File: config.mk
export PLATFORM = sky130hd
export DESIGN_NAME = dsi_ecc_correct
export DESIGN_NICKNAME = d
export VERILOG_FILES = /design/src/rtl/dsi_pkg.sv /design/src/rtl/dsi_ecc_correct.sv
export SDC_FILE = /design/constraint.sdc
export NUM_CORES = 1
export LEC_CHECK = 0
export ABC_AREA = 0
export CAP_MARGIN = 20
export CORE_MARGIN = 3
export CORE_UTILIZATION = 40
export DETAILED_ROUTE_END_ITERATION = 12
export PLACE_DENSITY_LB_ADDON = 0.15
export SLEW_MARGIN = 30
export SYNTH_ARGS = -nofsm -noshare
export SYNTH_HDL_FRONTEND = slang
export SYNTH_SLANG_ARGS = --single-unit
File: constraint.sdc
create_clock -name vclk -period 4.5
set_clock_uncertainty 0.05 [all_clocks]
set_input_delay 0.9 -clock vclk [all_inputs]
set_output_delay 0.9 -clock vclk [all_outputs]
set_load 0.05 [all_outputs]
File: src/rtl/dsi_pkg.sv
// Shared definitions for the DSI packet receive checker: long-DT list, ECC column
// table, CRC constants, FSM encoding and the ECC/CRC helper functions.
package dsi_pkg;

  localparam logic [15:0] CRC_INIT = 16'hFFFF;

  localparam int N_LONG_DT = 15;
  localparam logic [5:0] LONG_DT [N_LONG_DT] = '{
    6'h09, 6'h19, 6'h29, 6'h39, 6'h1A, 6'h0C, 6'h1C, 6'h2C,
    6'h0D, 6'h1D, 6'h3D, 6'h0E, 6'h1E, 6'h2E, 6'h3E
  };

  // Parity-bit membership of each header data bit, entry j = data bit j, bit i = P[i].
  localparam logic [5:0] ECC_COL [24] = '{
    6'h07, 6'h0B, 6'h0D, 6'h0E, 6'h13, 6'h15, 6'h16, 6'h19,
    6'h1A, 6'h1C, 6'h23, 6'h25, 6'h26, 6'h29, 6'h2A, 6'h2C,
    6'h31, 6'h32, 6'h34, 6'h38, 6'h1F, 6'h2F, 6'h37, 6'h3B
  };

  typedef enum logic [2:0] {
    ST_IDLE    = 3'd0,
    ST_PAYLOAD = 3'd1,
    ST_CRC     = 3'd2,
    ST_SKIP    = 3'd3,
    ST_DROP    = 3'd4
  } rx_state_t;

  function automatic logic is_long_dt(input logic [5:0] dt);
    logic hit;
    hit = 1'b0;
    for (int i = 0; i < N_LONG_DT; i++) begin
      if (dt == LONG_DT[i]) hit = 1'b1;
    end
    return hit;
  endfunction

  function automatic logic [5:0] ecc_gen(input logic [23:0] data);
    logic [5:0] ecc;
    ecc = '0;
    for (int j = 0; j < 24; j++) begin
      if (data[j]) ecc = ecc ^ ECC_COL[j];
    end
    return ecc;
  endfunction

  // One byte of the reflected CRC-16 (x^16+x^12+x^5+1), LSB first on the wire.
  function automatic logic [15:0] crc16_step(input logic [15:0] crc, input logic [7:0] b);
    logic [15:0] c;
    c = crc;
    for (int i = 0; i < 8; i++) begin
      c = (c[0] ^ b[i]) ? ((c >> 1) ^ 16'h8408) : (c >> 1);
    end
    return c;
  endfunction

endpackage

File: src/rtl/dsi_ecc_correct.sv
// Combinational header ECC check: syndrome, single-bit correction, multi-bit detect.
module dsi_ecc_correct
  import dsi_pkg::*;
(
  input  logic [23:0] data,
  input  logic [5:0]  ecc,
  output logic [23:0] data_corr,
  output logic        corr,
  output logic        err
);

  logic [5:0] syn;
  logic       data_hit;
  logic       ecc_hit;

  always_comb begin
    syn       = ecc_gen(data) ^ ecc;
    data_corr = data;
    data_hit  = 1'b0;
    for (int j = 0; j < 24; j++) begin
      if (syn == ECC_COL[j]) begin
        data_corr[j] = ~data[j];
        data_hit     = 1'b1;
      end
    end
    // A one-hot syndrome means only a parity bit was hit; data is already right.
    ecc_hit = (syn != 6'd0) && ((syn & (syn - 6'd1)) == 6'd0);
    corr    = data_hit || ecc_hit;
    err     = (syn != 6'd0) && !corr;
  end

endmodule

==> reports/qor.yml, run 1 <==
yosys:
  synth_cell_types: 35
  yosys-top-cells-count: "xnor2_1, nand2_1, nor2_1"
  synth_compound_area_share_pct: 8.11
  syn_nets: 175
  synth_xor_area_share_pct: 66.3
  yosys.area.top_type: "xnor2_1"
  synth-warning-count: 0
  synthAdderAreaFrac_pct: 0
  synthMuxAreaShare_pct: 2.60
  yosysTopAreaCellShare_pct: 33.6
  netlist_area_um2: 1250
  synth_top_family_by_area: "XOR/XNOR gates"
  yosys-top-cells-area: "xnor2_1, xnor3_1, nand2_1"
  synth.most_common_cell: "xnor2_1"
  syn_inst: 145
  syn_area_per_cell_um2: 8.62
  yosysSeqAreaShare_pct: 0
  synth_simple_gate_area_share_pct: 22.4
timing:
  worst-ep-kind: "top-level output"
  worst_endpoint: "data_corr[4]"
placement:
  hpwl_um: 3870
  place_ws_ns: -0.227
  numPortBuffers: 56
  gp_congestion: 0.864
  placed_cells: 277
die:
  rows: 19
  die_h_um: 61.9
  ios: 56
  fp.dieW_um: 61.9
  initial_core_util_pct: 43.5
run_status:
  stop_error: "[ERROR DPL-0038] Utilization greater than 100%, impossible to legalize"
  haltStage: "5_1_grt"
  outcome: "aborted with a tool error"
global_route:
  grt_max_degree: 8
==> repair_timing <==
item / in CTS
hold endpoints to repair: 0
gates resized for setup: 45
setup endpoints to repair: 25
pin swaps: 16
hold buffers: 0
buffers inserted: 9
==> through the flow <==
step / area [um^2] / hold WS, ns / setup TNS, ns
after floorplan: 1250 / 1.94 / 0
after global placement: 2380 / 2.54 / -2.53
after detailed placement: 2380 / 2.56 / -3.15
after CTS: 2640 / 2.34 / -0.0120
==> cells by family after synthesis <==
kind of cell | after synthesis
AO/OA/AOI/OAI | 14
XOR/XNOR | 71
buffers and inverters | 2
multiplexers | 3
AND/OR/NAND/NOR | 55
==> run 2: changes to the inputs <==
--- a/config.mk
+++ b/config.mk
@@ -8,7 +8,7 @@
 export ABC_AREA = 0
 export CAP_MARGIN = 20
 export CORE_MARGIN = 3
-export CORE_UTILIZATION = 40
+export CORE_UTILIZATION = 25
 export DETAILED_ROUTE_END_ITERATION = 12
 export PLACE_DENSITY_LB_ADDON = 0.15
 export SLEW_MARGIN = 30
==> reports/qor.yml, run 2 <==
die:
  dieArea_um2: 5880
  die_h_um: 76.7  # +24%
  fp.dieW_um: 76.7  # +24%
  core_area_um2: 4790
  ios: 56  # unchanged
  rows: 25  # +6
  initial_core_util_pct: 26.1  # -17 points
cells_and_area:
  seq_cell_count: 0
  drive_above_1_share_pct: 53.9
  syn2layout_area_growth_pct: 132
  n_antenna_cell: 0
  final_util_pct: 60.6
  nClkBuffers: 0
  mostFrequentLayoutCell: "buf_4"
  final_cell_mix: "buf_4, xnor2_1, buf_12, xnor2_2, nand2_1"
  fillCellCount: 411
  instances_no_fill: 334
  layout.area.seq_um2: 0
  nNetsFinal: 299
power:
  vdd_drop_max_uv: 787
  power_density_nw_per_um2: 668
  switchingPower_w: 0.000952
  combPwrFrac_pct: 100.0
  p_int_w: 0.000985
  power_leakage_nw: 1.39
  swShare_pct: 49.1
  sequentialPowerShare_pct: 0
  pwr-share-clk_pct: 0
yosys:
  synth-warning-count: 0  # unchanged
  yosysSeqAreaShare_pct: 0  # unchanged
  syn_nets: 175  # unchanged
  yosys-top-cells-count: "xnor2_1, nand2_1, nor2_1"
  yosysTopAreaCellShare_pct: 33.6  # unchanged
  syn_area_per_cell_um2: 8.62  # unchanged
  yosys.area.top_type: "xnor2_1"
  yosys-top-cells-area: "xnor2_1, xnor3_1, nand2_1"
  synth.most_common_cell: "xnor2_1"
  netlist_area_um2: 1250  # unchanged
  synth_cell_types: 35  # unchanged
  syn_inst: 145  # unchanged
min_path:
  hold_class: "in2out"
drt:
  drc: 0
  drtIter0Drc: 37
  detail-route-antenna-nets: 0
  dr.pass1.iters: 4
  viasPerCell: 4.42
  drt_wl_total_um: 4780
  num_vias: 1477
  wire_per_inst_um: 14.3
setup_path:
  path_max_fanout: 7
  critPathSlowestCell: "xnor3_1"
  crit_chain: "dlygate4sd2_1 -> xnor2_2 -> buf_4 -> xnor3_1 -> xnor2_2 -> buf_6 -> and2_4 -> buf_4 -> a2bb2oi_4 -> o41ai_2 -> o31ai_1 -> o211ai_1 -> clkbuf_16"
  crit_arrival_ns: 3.50
  cp-end-kind: "output pin"
  startpoint_type: "input pin"
  cp.required_ns: 3.55
  path_class: "in2out"
  cp_slowest_stage_delay_ns: 0.42
timing:
  fmax_mhz: 225
  finalHoldViolCount: 0
  fin_crit_ns: 4.45
  setup_viol: 0
  worst_pin_slew_ns: 0.316
  slew_headroom_pct: 78.8
  slew_violations: 0
  rsz0062_at_grt: "true"
  finalCritPeriodShare_pct: 98.8
flow_run:
  maxCapViolations: 0
placement:
  gp_congestion: 0.816  # -5.6%
  numPortBuffers: 56  # unchanged
  hpwl_um: 3820  # -1.3%
  placed_cells: 317  # +14%
global_route:
  grt_max_degree: 8
  grt_pass1_wl_um: 7350
  grt_overflow_total: 0
  antenna_found_initial: 0
  grt_pass1_vias: 1506
  grt.total_usage_pct: 15.2
run_status:
  outcome: "finished, final reports clean"
cts:
  hold_buffers: 0  # unchanged
[run 2: cell counts after synthesis]
Identical to the previous run, type by type.
[run 2: worst paths after layout]
path | cells after the start | slack (ns) | startpoint | to
worst max-delay path | 13 | 0.05 | data[3] | err
worst min-delay path | 4 | 2.14 | data[12] | data_corr[12]
[run 2: area by class of cell]
| type | instances | area, um^2 | area share, % |
|---|---|---|---|
| Inverter | 2 | 7.51 | 0.259 |
| Timing Repair Buffer | 122 | 1320 | 45.6 |
| Multi-Input combinational cell | 143 | 1490 | 51.2 |
| Tap cell | 67 | 83.8 | 2.89 |
[run 2: stage by stage]
stage	power (W)	area (um^2)	setup TNS (ns)	setup WS, ns	hold slack (ns)
4_1_cts	0.00187	2740	0	0.00132	2.32
3_5_place_dp	0.00163	2520	-3.73	-0.289	2.53
2_1_floorplan	0.000896	1250	0	0.0331	1.94
6_report	0.00194	2900	0	0.0521	2.14
5_1_grt	0.00204	2900	-0.222	-0.0960	2.16
3_3_place_gp	0.00163	2520	-2.57	-0.262	2.52
[run 2: worst max-delay path: cells and delay by family]
family          cells  cell delay [ns]
compound gates      4             0.71
buf+inv             5             0.92
simple gates        1             0.17
xor+xnor            3             0.78
[run 2: power groups by stage]
| stage | clock network, W | logic (W) | registers, W |
|---|---|---|---|
| 2_1_floorplan | 0 | 0.000896 | 0 |
| 3_3_place_gp | 0 | 0.00163 | 0 |
| 3_5_place_dp | 0 | 0.00163 | 0 |
| 4_1_cts | 0 | 0.00187 | 0 |
| 5_1_grt | 0 | 0.00204 | 0 |
| 6_report | 0 | 0.00194 | 0 |
[run 2: logic make-up after synthesis]
| group | share of synthesized area (%) |
|---|---|
| muxes | 2.60 |
| and+or+nand+nor | 22.4 |
| AOI/OAI and AO/OA | 8.11 |
| xor gates and xnor gates | 66.3 |
| buffers and inverters | 0.601 |
[run 2: repair_timing]
item                                    4_1_cts  5_1_grt
endpoints found under the setup margin       26       23
setup buffers                                11        6
gates cloned                                  0        0
pin swaps                                    26       22
gates resized for setup                      45       31
[run 2: metal layers]
metal  GRT usage (%)  share of wire [%]
met1            19.5                 43
met2            28.3                 53
met3            1.76                4.6
met4           0.725               0.29
met5               0                  0
No activity file was read; power rests on OpenSTA's default activity.
==> run 3: changes to the inputs <==
--- a/config.mk
+++ b/config.mk
@@ -11,7 +11,8 @@
 export CORE_UTILIZATION = 25
 export DETAILED_ROUTE_END_ITERATION = 12
 export PLACE_DENSITY_LB_ADDON = 0.15
-export SLEW_MARGIN = 30
+export SLEW_MARGIN = 5
 export SYNTH_ARGS = -nofsm -noshare
 export SYNTH_HDL_FRONTEND = slang
 export SYNTH_SLANG_ARGS = --single-unit
+export TNS_END_PERCENT = 10
==> reports/qor.yml, run 3 (same netlist as run 2, synthesis figures left out) <==
run_status:
  outcome: "finished, final reports clean"
power:
  sequentialPowerShare_pct: 0  # unchanged
  p_int_w: 0.000973  # -1.3%
  pwr-share-clk_pct: 0  # unchanged
  swShare_pct: 49.1  # about the same
  combPwrFrac_pct: 100.0  # about the same
  p_total_w: 0.00191  # -1.3%
  power_density_nw_per_um2: 667  # -0.18%
  power_leakage_nw: 1.37  # -1.9%
  switchingPower_w: 0.000938  # -1.4%
  vdd_drop_max_uv: 787  # about the same
placement:
  hpwl_um: 3820  # unchanged
  gp_congestion: 0.816  # unchanged
  place_ws_ns: -0.289  # unchanged
  numPortBuffers: 56  # unchanged
  placed_cell_area_um2: 2520  # unchanged
cells_and_area:
  fin_area_um2: 2870  # -1.2%
  final_util_pct: 59.9  # -0.71 points
  syn2layout_area_growth_pct: 129
  multi_input_area_um2: 1470  # -1.1%
  drive_above_1_share_pct: 52.1  # -1.9 points
  nClkBuffers: 0  # unchanged
  final_cell_mix: "buf_4, xnor2_1, buf_12, xnor2_2, nand2_1"
  seq_cell_count: 0  # unchanged
  layout.area.seq_um2: 0  # unchanged
  mostFrequentLayoutCell: "buf_4"
  n_antenna_cell: 0  # unchanged
  nNetsFinal: 297  # -0.67%
  fillCellCount: 410  # -0.24%
drt:
  dr.pass1.iters: 4  # unchanged
  route.met3.wl_um: 188  # -14%
  wl_met1_um: 2040  # +0.25%
  routed.top_layer: "met4"
  wl_met2_um: 2490  # -0.92%
  wire_per_inst_um: 14.3  # -0.39%
  drc: 0  # unchanged
  drt_wl_total_um: 4740  # -0.98%
  num_vias: 1463  # -0.95%
  detail-route-antenna-nets: 0  # unchanged
  drtIter0Drc: 22  # -41%
  viasPerCell: 4.41  # -0.35%
setup_path:
  cp-end-kind: "output pin"
  crit_family: "XOR/XNOR gates"
  cp.required_ns: 3.55  # about the same
  crit_top_cell: "xnor2_2"
  path_class: "in2out"
  cp_num_buf_inv: 4  # -1
  crit_arrival_ns: 3.50  # about the same
  critPathSlowestCell: "xnor3_1"
  cp_slowest_stage_delay_ns: 0.42  # about the same
  crit_chain: "dlygate4sd2_1 -> xnor2_2 -> buf_4 -> xnor3_1 -> xnor2_2 -> buf_6 -> nor2_4 -> mux2_2 -> nor2b_1 -> nand2_1 -> xnor2_1 -> buf_12"
  startpoint_type: "input pin"
  path_max_fanout: 7  # unchanged
timing:
  rsz0062_at_grt: "true"
  finalHoldViolCount: 0  # unchanged
  layout_setup_ws_ns: 0.0474  # -0.00469 ns
  worst_pin_slew_ns: 0.312  # -0.00417 ns
  fmax_mhz: 225  # -0.11%
  setup_viol: 0  # unchanged
  fin_crit_ns: 4.45  # +0.00469 ns
  tns_ns: 0  # unchanged
  slew_violations: 0  # unchanged
  finalCritPeriodShare_pct: 98.9  # +0.10 points
  slew_headroom_pct: 79.1  # +0.33 points
global_route:
  grt_pass1_wl_um: 7350  # unchanged
  grt_overflow_total: 0  # unchanged
  grt_max_degree: 8  # unchanged
  antenna_found_initial: 0  # unchanged
  grt.total_usage_pct: 15.2  # unchanged
  grt_pass1_vias: 1506  # unchanged
die:
  rows: 25  # unchanged
  ios: 56  # unchanged
  die_h_um: 76.7  # unchanged
  dieArea_um2: 5880  # unchanged
  fp.dieW_um: 76.7  # unchanged
  initial_core_util_pct: 26.1  # unchanged
  core_area_um2: 4790  # unchanged
cts:
  hold_buffers: 0  # unchanged
flow_run:
  maxCapViolations: 0  # unchanged
min_path:
  hold_class: "in2out"
==> run 3: timing repair <==
action | CTS | global route
pin swaps | 26 | 17
buffers inserted | 11 | 4
setup endpoints to repair | 26 | 23
resized for setup | 45 | 26
==> run 3: routing by layer <==
metal	GRT usage, %	vias to the layer above
li1	-	738
met1	19.5	686
met2	28.3	37
met3	1.76	2
met4	0.725	0
met5	0	-
==> run 3: worst paths after layout <==
check             slack (ns)  cells past startpoint  startpoint       endpoint
setup / recovery        0.05                     12     data[3]  data_corr[14]
hold / removal          2.14                      4    data[12]  data_corr[12]
==> run 3: power by group through the flow <==
stage / registers [W] / logic, W / clock network (W)
floorplan: 0 / 0.000896 / 0
global placement: 0 / 0.00163 / 0
detailed placement: 0 / 0.00163 / 0
CTS: 0 / 0.00187 / 0
global route: 0 / 0.00201 / 0
finish: 0 / 0.00191 / 0
==> run 3: cell type report <==
class                           count  area share [%]
Timing Repair Buffer              120            45.5
Multi-Input combinational cell    143            51.3
Inverter                            2           0.262
Tap cell                           67            2.93
==> run 3: per-stage QoR <==
| step | hold slack, ns | std cells |
|---|---|---|
| 2_1_floorplan | 1.94 | 145 |
| 3_3_place_gp | 2.52 | 317 |
| 3_5_place_dp | 2.53 | 317 |
| 4_1_cts | 2.32 | 328 |
| 5_1_grt | 2.16 | 332 |
| 6_report | 2.14 | 332 |
==> run 4: changes to the inputs <==
--- a/config.mk
+++ b/config.mk
@@ -10,7 +10,6 @@
 export CORE_MARGIN = 3
 export CORE_UTILIZATION = 25
 export DETAILED_ROUTE_END_ITERATION = 12
-export PLACE_DENSITY_LB_ADDON = 0.15
 export SLEW_MARGIN = 5
 export SYNTH_ARGS = -nofsm -noshare
 export SYNTH_HDL_FRONTEND = slang
==> reports/qor.yml, run 4 (same netlist as run 2, synthesis figures left out) <==
timing:
  worst_pin_slew_ns: 0.311  # -0.000461 ns
  finalHoldViolCount: 0  # unchanged
  slew_headroom_pct: 79.1  # about the same
  setup_viol: 0  # unchanged
  finalCritPeriodShare_pct: 98.2  # -0.73 points
  rsz0062_at_grt: "true"
  whs_ns: 2.22  # +0.0796 ns
  slew_violations: 0  # unchanged
  fmax_mhz: 226  # +0.74%
  fin_crit_ns: 4.42  # -0.0328 ns
die:
  dieArea_um2: 5880  # unchanged
  core_area_um2: 4790  # unchanged
  die_h_um: 76.7  # unchanged
  fp.dieW_um: 76.7  # unchanged
  rows: 25  # unchanged
  initial_core_util_pct: 26.1  # unchanged
  ios: 56  # unchanged
cells_and_area:
  syn2layout_area_growth_pct: 122
  layout.area.seq_um2: 0  # unchanged
  n_antenna_cell: 0  # unchanged
  drive_above_1_share_pct: 50.8  # -1.3 points
  nNetsFinal: 282  # -5.1%
  final_cell_mix: "buf_4, xnor2_1, buf_12, nand2_1, xnor2_2"
  final_util_pct: 58.1  # -1.8 points
  mostFrequentLayoutCell: "buf_4"
  nClkBuffers: 0  # unchanged
  seq_cell_count: 0  # unchanged
setup_path:
  path_class: "in2out"
  startpoint_type: "input pin"
  path_max_fanout: 3  # -4
  crit_arrival_ns: 3.47  # -0.03 ns
  cp-end-kind: "output pin"
  cp.required_ns: 3.55  # about the same
drt:
  dr.pass1.iters: 4  # unchanged
  detail-route-antenna-nets: 0  # unchanged
  wire_per_inst_um: 14.7  # +3.0%
  drc: 0  # unchanged
  num_vias: 1448  # -1.0%
  drt_wl_total_um: 4660  # -1.6%
  drtIter0Drc: 35  # +59%
  viasPerCell: 4.57  # +3.7%
run_status:
  outcome: "finished, final reports clean"
power:
  p_int_w: 0.000898  # -7.7%
  swShare_pct: 50.8  # +1.7 points
  switchingPower_w: 0.000927  # -1.1%
  vdd_drop_max_uv: 950  # +21%
  sequentialPowerShare_pct: 0  # unchanged
  pwr-share-clk_pct: 0  # unchanged
  power_leakage_nw: 1.29  # -5.6%
  p_total_w: 0.00183  # -4.5%
  combPwrFrac_pct: 100.0  # about the same
  power_density_nw_per_um2: 657  # -1.5%
global_route:
  grt_pass1_wl_um: 7670  # +4.4%
  grt_max_degree: 8  # unchanged
  antenna_found_initial: 0  # unchanged
  grt.total_usage_pct: 15.9  # +0.78 points
  grt_pass1_vias: 1534  # +1.9%
  grt_overflow_total: 0  # unchanged
placement:
  hpwl_um: 3670  # -3.9%
  gp_congestion: 0.864  # +5.9%
  numPortBuffers: 56  # unchanged
flow_run:
  maxCapViolations: 0  # unchanged
min_path:
  hold_class: "in2out"
cts:
  hold_buffers: 0  # unchanged
## run 4: cell types whose count changed in the layout (fill, tap and decap cells not counted), sizes merged
cell	previous run	this run
clkbuf	2	3
buf	90	74
dlygate4sd2	13	11
clkdlybuf4s50	10	13
clkdlybuf4s15	2	1
## run 4: path summary, 6_finish.rpt
kind	start	to	slack (ns)	cells past startpoint
worst max-delay path	data[2]	err	0.08	10
worst min-delay path	data[3]	data_corr[3]	2.22	4
## run 4: critical path: stages
cell and delay, ns:
clkdlybuf4s50_1 0.51, xnor3_1 0.41, xnor2_1 0.24, xnor2_1 0.23, xnor3_1 0.36, o21bai_1 0.23, a21oi_1 0.16, a31oi_1 0.07
o211ai_1 0.14, clkbuf_16 0.22
## run 4: metrics by stage
stage	setup WS, ns	setup TNS [ns]	area (um^2)	cells
2_1_floorplan	0.0331	0	1250	145
3_3_place_gp	-0.177	-1.62	2450	308
3_5_place_dp	-0.197	-2.05	2450	308
4_1_cts	0.0215	0	2700	315
5_1_grt	-0.0458	-0.122	2780	317
6_report	0.0802	0	2780	317
## run 4: per-layer routing
metal  share of wire, %  GRT usage, %
met5                  0             0
met2                 51          29.4
met4                3.3          3.62
met3                4.4          2.11
met1                 42          19.4
## run 4: what timing repair did
action | in CTS | in global routing
endpoints found under the setup margin | 22 | 23
buffers inserted | 7 | 3
hold endpoints to repair | 0 | 0
pin swaps | 23 | 18
resized for setup | 48 | 18
## run 4: power by group through the flow
| stage | Sequential (W) | Clock (W) | Combinational, W |
|---|---|---|---|
| final | 0 | 0 | 0.00183 |
| after global routing | 0 | 0 | 0.00193 |
| after CTS | 0 | 0 | 0.00181 |
| after detailed placement | 0 | 0 | 0.00159 |
| after global placement | 0 | 0 | 0.00158 |
| after floorplan | 0 | 0 | 0.000896 |
## run 4: final cells by class
type,count,area (um^2)
fill,419,2010
tap,67,83.8
multi-input combinational,143,1500
timing repair buffer,105,1190
inverter,2,7.51
